### config.mk
export PLATFORM = sky130hd
export DESIGN_NAME = crc8_stream_arbiter
export DESIGN_NICKNAME = d
export VERILOG_FILES = /design/src/rtl/crc8_stream_arbiter.sv
export SDC_FILE = /design/constraint.sdc
export NUM_CORES = 1
export LEC_CHECK = 0
export BUFFER_PORTS_ARGS = -buffer_cell sky130_fd_sc_hd__buf_2
export CORE_MARGIN = 5
export CORE_UTILIZATION = 38
export DETAILED_ROUTE_END_ITERATION = 10
export PLACE_DENSITY = 0.72
export SLEW_MARGIN = 5
export SYNTH_ARGS = -nofsm -noshare
export SYNTH_HDL_FRONTEND = slang
export SYNTH_SLANG_ARGS = --single-unit
### constraint.sdc
create_clock -name clk -period 2.4 [get_ports clk]
set_input_delay 0.24 -clock clk [delete_from_list [all_inputs] [get_ports clk]]
set_output_delay 0.24 -clock clk [all_outputs]
set_load 0.005 [all_outputs]
### src/rtl/crc8_stream_arbiter.sv
// Round-robin front end that shares one CRC8816 checker between two packet sources.
// Packets are sent to the checker MSB byte first, and the checker's result goes back to the channel that owns the packet.
module crc8_stream_arbiter #(
    parameter int DATA_LENGTH       = 32,
    parameter int DATA_LENGTH_BYTES = DATA_LENGTH / 8,
    parameter int DONE_TIMEOUT      = 16
) (
    input  logic                   clk,
    input  logic                   reset,
    input  logic [1:0]             i_req,
    input  logic [DATA_LENGTH-1:0] i_data0,
    input  logic [DATA_LENGTH-1:0] i_data1,
    output logic [1:0]             o_ack,
    output logic [1:0]             o_resp_valid,
    output logic                   o_resp_match,
    output logic                   o_resp_timeout,
    output logic                   o_busy,
    output logic                   crc_valid,
    output logic                   crc_last,
    output logic [7:0]             crc_data,
    input  logic                   crc_match,
    input  logic                   crc_done
);

    localparam int CW = $clog2(DONE_TIMEOUT + 1);
    localparam int BW = (DATA_LENGTH_BYTES > 1) ? $clog2(DATA_LENGTH_BYTES) : 1;

    localparam logic [1:0] ST_IDLE = 2'd0;
    localparam logic [1:0] ST_SEND = 2'd1;
    localparam logic [1:0] ST_WAIT = 2'd2;
    localparam logic [1:0] ST_RESP = 2'd3;

    logic [1:0]             state_reg;
    logic                   last_reg;
    logic                   grant_reg;
    logic [DATA_LENGTH-1:0] shift_reg;
    logic [BW-1:0]          byte_cnt_reg;
    logic [CW-1:0]          tcnt_reg;
    logic [1:0]             ack_reg;
    logic [1:0]             resp_valid_reg;
    logic                   resp_match_reg;
    logic                   resp_timeout_reg;
    logic                   busy_reg;
    logic                   crc_valid_reg;
    logic                   crc_last_reg;
    logic [7:0]             crc_data_reg;

    logic                   grant_idx;
    logic [DATA_LENGTH-1:0] grant_data;

    // On a tie the channel that did not win last time is served.
    always_comb begin
        grant_idx  = (i_req == 2'b11) ? ~last_reg : i_req[1];
        grant_data = grant_idx ? i_data1 : i_data0;
    end

    always_ff @(posedge clk) begin
        if (reset) begin
            state_reg        <= ST_IDLE;
            last_reg         <= 1'b1;
            grant_reg        <= 1'b0;
            shift_reg        <= '0;
            byte_cnt_reg     <= '0;
            tcnt_reg         <= '0;
            ack_reg          <= '0;
            resp_valid_reg   <= '0;
            resp_match_reg   <= 1'b0;
            resp_timeout_reg <= 1'b0;
            busy_reg         <= 1'b0;
            crc_valid_reg    <= 1'b0;
            crc_last_reg     <= 1'b0;
            crc_data_reg     <= '0;
        end else begin
            ack_reg        <= '0;
            resp_valid_reg <= '0;
            case (state_reg)
                ST_IDLE: begin
                    if (|i_req) begin
                        ack_reg[grant_idx] <= 1'b1;
                        grant_reg          <= grant_idx;
                        last_reg           <= grant_idx;
                        crc_data_reg       <= grant_data[DATA_LENGTH-1 -: 8];
                        shift_reg          <= grant_data << 8;
                        crc_valid_reg      <= 1'b1;
                        crc_last_reg       <= 1'b0;
                        byte_cnt_reg       <= '0;
                        busy_reg           <= 1'b1;
                        state_reg          <= ST_SEND;
                    end
                end
                ST_SEND: begin
                    if (byte_cnt_reg == BW'(DATA_LENGTH_BYTES - 1)) begin
                        crc_valid_reg <= 1'b0;
                        crc_last_reg  <= 1'b0;
                        crc_data_reg  <= '0;
                        tcnt_reg      <= '0;
                        state_reg     <= ST_WAIT;
                    end else begin
                        crc_data_reg <= shift_reg[DATA_LENGTH-1 -: 8];
                        shift_reg    <= shift_reg << 8;
                        byte_cnt_reg <= byte_cnt_reg + 1'b1;
                        crc_last_reg <= (byte_cnt_reg == BW'(DATA_LENGTH_BYTES - 2));
                    end
                end
                ST_WAIT: begin
                    // A done arriving on the expiry cycle still counts as a real result.
                    if (crc_done) begin
                        resp_valid_reg[grant_reg] <= 1'b1;
                        resp_match_reg            <= crc_match;
                        resp_timeout_reg          <= 1'b0;
                        state_reg                 <= ST_RESP;
                    end else if (tcnt_reg == CW'(DONE_TIMEOUT)) begin
                        resp_valid_reg[grant_reg] <= 1'b1;
                        resp_match_reg            <= 1'b0;
                        resp_timeout_reg          <= 1'b1;
                        state_reg                 <= ST_RESP;
                    end else begin
                        tcnt_reg <= tcnt_reg + 1'b1;
                    end
                end
                default: begin
                    busy_reg  <= 1'b0;
                    state_reg <= ST_IDLE;
                end
            endcase
        end
    end

    assign o_ack          = ack_reg;
    assign o_resp_valid   = resp_valid_reg;
    assign o_resp_match   = resp_match_reg;
    assign o_resp_timeout = resp_timeout_reg;
    assign o_busy         = busy_reg;
    assign crc_valid      = crc_valid_reg;
    assign crc_last       = crc_last_reg;
    assign crc_data       = crc_data_reg;

endmodule

# --- After elaboration in Yosys (flattened, before gate mapping) ---
# Cells that the tools add are included.
word_totals:
  reg_bits: 60
  input_bits: 70
classes:
  mux: 37
  n_reduce_logical: 18
  n_lt_le_gt_ge: 4
  n_addsub: 2
  n_eq_ne: 12
  bitwise: 5
ops:
  columns: ["cell", "count"]
  rows:
  - ["$mux 32", 3]
  - ["$pmux 32 s2", 1]
  - ["$mux 2", 8]
  - ["$mux 8", 2]
  - ["$pmux 8 s2", 1]
  - ["$mux 5", 3]
  - ["$mux 1", 11]
  - ["$ne 2x2->1 const B", 5]
  - ["$pmux 5 s2", 1]
  - ["$reduce_and 3->1", 3]
  - ["$eq 2x2->1 const B", 4]
  - ["$reduce_and 2->1", 4]
  - ["$pmux 1 s2", 3]
  - ["$pmux 2 s3", 1]
  - ["$reduce_bool 2->1", 3]
  - ["$reduce_or 2->1", 3]
  - ["$add 5x1->5 const B", 1]
  - ["$eq 5x5->1 const B", 1]
  - ["$not 1->1", 5]
  - ["$lt 1x2->1 const B", 2]
  - ["$pmux 2 s2", 1]
  - ["$reduce_and 4->1", 1]
  - ["$ne 3x3->1 const B", 1]
  - ["$reduce_or 3->1", 1]
  - ["6 further kinds", 9]

# --- Longest topological paths before layout ---
depth:
  ltp_word: 6
  depth_mapped: 9

# --- Least setup slack after synthesis ---
# Ideal clock, no wire load.
synth_path:
  path_type: "flip-flop to flip-flop"
  from: "register state_reg[0]"
  to: "register shift_reg[20]"
  slack_ns: 0.450
  setup_ns: 0.117
  path_buffers: 3
  period_less_slack_ns: 1.950
  path_stages_with_launch: 10
  arrival_ns: 1.833
  cell_sequence: "dfxtp_1 > inv_1 > ha_1 > buf_2 > or3b_1 > clkbuf_1 > nand2_1 > a21oi_2 > buf_2 > a32o_1"
synth_via:
  elab_chain_cells: 3
  word_cells_on_any_way: 7
synth_rtl:
  columns: ["element", "line", "text"]
  rows:
  - ["from (decl)", "33", "logic [1:0] state_reg;"]
  - ["from (signal assigned)", "59", "state_reg <= ST_IDLE;"]
  - ["from (signal assigned)", "88", "state_reg <= ST_SEND;"]
  - ["from (signal assigned)", "97", "state_reg <= ST_WAIT;"]
  - ["$eq 2x1->1 or $logic_not 2->1 (tied branches)", "76", "case (state_reg)"]
  - ["$ne 2x2->1 (no source line) or $reduce_bool 2->1 (tied branches)", null, null]
  - ["$reduce_and 3->1 (no source line)", null, null]
  - ["to (signal assigned)", "83", "shift_reg <= grant_data << 8;"]
  - ["to (signal assigned)", "100", "shift_reg <= shift_reg << 8;"]
  - ["to (decl)", "36", "logic [DATA_LENGTH-1:0] shift_reg;"]
# Several ways; a longest one is shown, not always the timed one.
# A chain may end at the register's enable or synchronous reset.

# --- Worst setup path after layout ---
layout_path:
  from: "register state_reg[0]"
  to: "register tcnt_reg[3]"
layout_via:
  elab_chain_cells: 3
  word_cells_on_any_way: 8
layout_rtl:
  columns: ["element", "line", "text"]
  rows:
  - ["$eq 2x2->1 or $eq 2x1->1 (tied branches)", "76", null]
  - ["$ne 2x2->1 (no source line) or $reduce_bool 2->1 (tied branches)", null, null]
  - ["$reduce_and 4->1 (no source line)", null, null]
  - ["to (signal assigned)", "118", "tcnt_reg <= tcnt_reg + 1'b1;"]
  - ["to (decl)", "38", "logic [CW-1:0] tcnt_reg;"]
# Several ways; a longest one is shown, not always the timed one.

==> summary.txt <==
Status
  – Status: completed

Finish
  – Area Growth Syn to Fin: 22.6%
  – Final std cell area, no fill: 0.00323 sq mm
  – Footprint of the flip-flops and latches: 0.00104 sq mm
  – FILL cells: 691
  – Number of flip-flops in the largest register: 24
  – Footprint of the multi-input gates: 0.00142 sq mm
  – Share of final-layout standard cells stronger than drive strength 1: 26.9%
  – Nets: 490
  – Antenna cell count: 0

Clock tree
  – Clock tree from TritonCTS: yes
  – Count of cells resized by post-cts repair: 0
  – Count of H-tree levels built during CTS: 2
  – CTS clock-pin slew for the worst setup and hold paths: 100 ps
  – Number of buffers inserted by hold repair at cts: 0
  – Clock buffer count from CTS: 5
  – Number of setup buffers added after CTS: 0
  – Sink Count: 52
  – Maximum buffer depth of the clock tree: 2
  – Root Driver: sky130_fd_sc_hd__clkbuf_8
  – Clk_lat worst skew: 300 ps

Logic synthesis
  – Cell taking the most area after synthesis: sky130_fd_sc_hd__dfxtp_1
  – Most common cell in the synthesized netlist: sky130_fd_sc_hd__nand2_1
  – Adder-Cell Fraction of Synth Area: 3.80%
  – Area fraction of the dominant cell type after synthesis: 39.5%
  – Mux cell area share after synthesis: 3.42%
  – Net count after synthesis: 413
  – EDFF count, synth: 0
  – Cells taking the most area after synthesis: sky130_fd_sc_hd__dfxtp_1 (40%), sky130_fd_sc_hd__nand2_1 (9.3%), sky130_fd_sc_hd__a21oi_1 (8.9%), sky130_fd_sc_hd__a32o_1 (6.1%), sky130_fd_sc_hd__ha_1 (3.8%)
  – Post-Synth XOR/XNOR Area: 0.332%
  – Flops & latches, synth: 52
  – Total number of yosys warnings: 0
  – Number of library cell types mapped by synthesis: 40
  – Area fraction in compound gates after synthesis: 27.0%
  – Async SR Flop Fraction: 0%
  – Cell count after synthesis: 335
  – Largest family of logic cells by synthesized area: compound AO/OA/AOI/OAI gates
  – Commonest register cell after synthesis: sky130_fd_sc_hd__dfxtp_1
  – Area of the mapped netlist: 0.00264 sq mm
  – Average size of a mapped cell: 7.87 sq um
  – Sequential element share of the synthesized area: 39.5%
  – Top post-synthesis cells by count: sky130_fd_sc_hd__nand2_1 (65), sky130_fd_sc_hd__dfxtp_1 (52), sky130_fd_sc_hd__a21oi_1 (47)
  – Synth Area in Simple Gates: 18.9%

Timing
  – Unrepaired setup endpoints after global routing: false
  – Worst slew pin tran: 719 ps
  – WHS: 187 ps
  – Final max-slew violation count: 0
  – Final Skew: 5.60 ps
  – Final worst-path cycle share: 86.3%
  – Max Clock Freq: 483 MHz
  – Slew margin rel.: 52.0%
  – Summed negative setup slack over all endpoints: 0 ps
  – Min Clock Period, post-route: 2070 ps
  – Endpoints failing hold: 0
  – Setup-violating endpoint count in the final report: 0

Routing
  – Detailed-routing iteration count for the pre-antenna-repair pass: 4
  – Via Count: 2,527
  – Vias per cell: 5.13
  – Number of antenna-violating nets in the routed design: 0
  – Remaining design rule violation count: 0
  – Final wirelength: 6500 um
  – Starting DRT DRC Count: 96
  – DR WL/cell: 13.2 um

Power and ir drop
  – Power per cell area: 1040 mW/mm^2
  – IR Drop Worst-Case VDD: 0.366 mV
  – Pleak: 0.00149 uW

Place
  – Post-place instance area: 0.00314 sq mm
  – DPL Wire Length: 5000 um
  – Final weighted congestion in routability-driven placement: 0.794
  – Number of port buffers: 86

GRT
  – GRT overflow: 0
  – Initial antenna violation count: 0
  – Number of global-route vias before repair: 2,537
  – Global-route wire length before repair: 11,200 um
  – Global Route Usage Sum: 15.7%
  – Maximum number of pins on one net before global-route repair: 42

Setup path
  – Kind of start point of the critical path: register
  – CP Depth: 6
  – Critical path's largest stage delay: 440 ps
  – Crit. Startpoint: state_reg[0]$_SDFFE_PP0P_
  – FF-to-FF setup slack: 330 ps
  – Largest delay share family, worst path: simple AND/OR/NAND/NOR gates
  – Worst endpoint required time: 2630 ps
  – Max Fanout on Critical Path: 8
  – Critical path class: reg -> reg
  – R2R Path Start: state_reg[0]$_SDFFE_PP0P_
  – Bufs and invs on worst path: 1
  – End of the worst register-to-register path: tcnt_reg[3]$_SDFFE_PP0P_
  – List of cells traversed by the critical path: inv_1 -> ha_1 -> and2_1 -> or4_4 -> or3_1 -> a21oi_1
  – Capture point of the critical path: tcnt_reg[3]$_SDFFE_PP0P_
  – Critical-path cell with the highest stage delay: sky130_fd_sc_hd__or4_4
  – Endpoint class of the critical path: register
  – Arrival time worst endpoint: 2310 ps
  – Logic depth of the worst register-to-register path: 6

Floorplanning
  – Area of the core: 0.00676 sq mm
  – Chip Height: 93.3 um
  – Die ar.: 0.00870 sq mm
  – Site row count: 30
  – Width of the die: 93.3 um
  – Number of primary I/O pins: 87
  – Initial Util: 39.0%

Flow run
  – Max-cap violations: 0

Min path
  – Hold Crit Class: in -> reg
## placed cells by master, fill, tap and decap left out, types with 2 or more instances in the layout
| cell | synthesis | routed |
|---|---|---|
| sky130_fd_sc_hd__a21o_1 | 6 | 6 |
| sky130_fd_sc_hd__buf_4 | 0 | 8 |
| sky130_fd_sc_hd__or3_1 | 4 | 4 |
| sky130_fd_sc_hd__o21ai_0 | 12 | 12 |
| sky130_fd_sc_hd__clkbuf_8 | 0 | 5 |
| sky130_fd_sc_hd__ha_1 | 8 | 7 |
| sky130_fd_sc_hd__a211oi_1 | 6 | 6 |
| sky130_fd_sc_hd__o311ai_0 | 2 | 2 |
| sky130_fd_sc_hd__a221o_1 | 3 | 3 |
| sky130_fd_sc_hd__nand3_1 | 2 | 2 |
| sky130_fd_sc_hd__nand2_1 | 65 | 65 |
| sky130_fd_sc_hd__mux2i_1 | 9 | 9 |
| sky130_fd_sc_hd__nand2b_1 | 2 | 2 |
| sky130_fd_sc_hd__dfxtp_1 | 52 | 52 |
| sky130_fd_sc_hd__and2_1 | 3 | 3 |
| sky130_fd_sc_hd__a32o_1 | 16 | 16 |
| sky130_fd_sc_hd__a21oi_1 | 47 | 47 |
| sky130_fd_sc_hd__nor3_1 | 7 | 7 |
| sky130_fd_sc_hd__buf_2 | 6 | 86 |
| sky130_fd_sc_hd__nor2b_1 | 3 | 3 |
| sky130_fd_sc_hd__a22oi_1 | 2 | 2 |
| sky130_fd_sc_hd__nor3b_1 | 2 | 2 |
| sky130_fd_sc_hd__inv_1 | 23 | 23 |
| sky130_fd_sc_hd__nor2_1 | 20 | 20 |
## how the worst min path moves through the flow
stage,from,to,slack [ps],cells past startpoint
final,crc_match,o_resp_match$_SDFFE_PP0P_,190,3
after floorplan,i_req[1],last_reg$_SDFFE_PP1P_,380,1
after global routing,i_data1[5],shift_reg[13]$_SDFFE_PP0P_,180,3
after CTS,crc_match,o_resp_match$_SDFFE_PP0P_,190,3
after detailed placement,shift_reg[8]$_SDFFE_PP0P_,shift_reg[8]$_SDFFE_PP0P_,450,2
after global placement,shift_reg[15]$_SDFFE_PP0P_,shift_reg[15]$_SDFFE_PP0P_,440,2
## metal layers
metal  wire [um]  part of all wire, %  GRT usage, %
met3         332                  5.1          3.62
met1        3030                   47          20.1
met4          81                  1.2          3.54
met5           0                    0             0
met2        3050                   47          26.9
## cell families (layout without fill, tap and decap cells)
kind of cell	Yosys count	after routing
flip-flops	52	52
multiplexers	9	9
XOR/XNOR	1	1
AND/OR/NAND/NOR	113	113
buffers and inverters	47	125
adder cells (fa/ha/maj)	8	8
AO/OA/AOI/OAI	105	105
## where the power goes
part	internal (uW)	leakage (uW)	switching (uW)
combinational	666	0.00101	872
sequential	1160	0.000427	173
clock	209	0.0000485	293
total	2040	0.00149	1340
## area by class of cell
type | instances | area share [%]
clock buffers | 5 | 2.13
inverters | 23 | 2.67
clock inverters | 3 | 0.697
repair buffers | 94 | 15.2
flip-flops and latches | 52 | 32.2
multi-input cells | 236 | 44.0
well taps | 80 | 3.10
## metrics by stage
stage,power (uW),util [%],setup WS (ps),cells
global placement,2870,46.5,407,485
CTS,3410,47.8,315,493
floorplan,2450,-,450,335
global route,3690,47.8,142,493
finish,3380,47.8,328,493
detailed placement,2910,46.5,346,485
## tightest hold or removal path, cell delays in order
cell and delay (ps):
sky130_fd_sc_hd__buf_2 80, sky130_fd_sc_hd__a22oi_1 70, sky130_fd_sc_hd__nor2_1 70
Note: power is estimated with default switching activity, not from simulation.
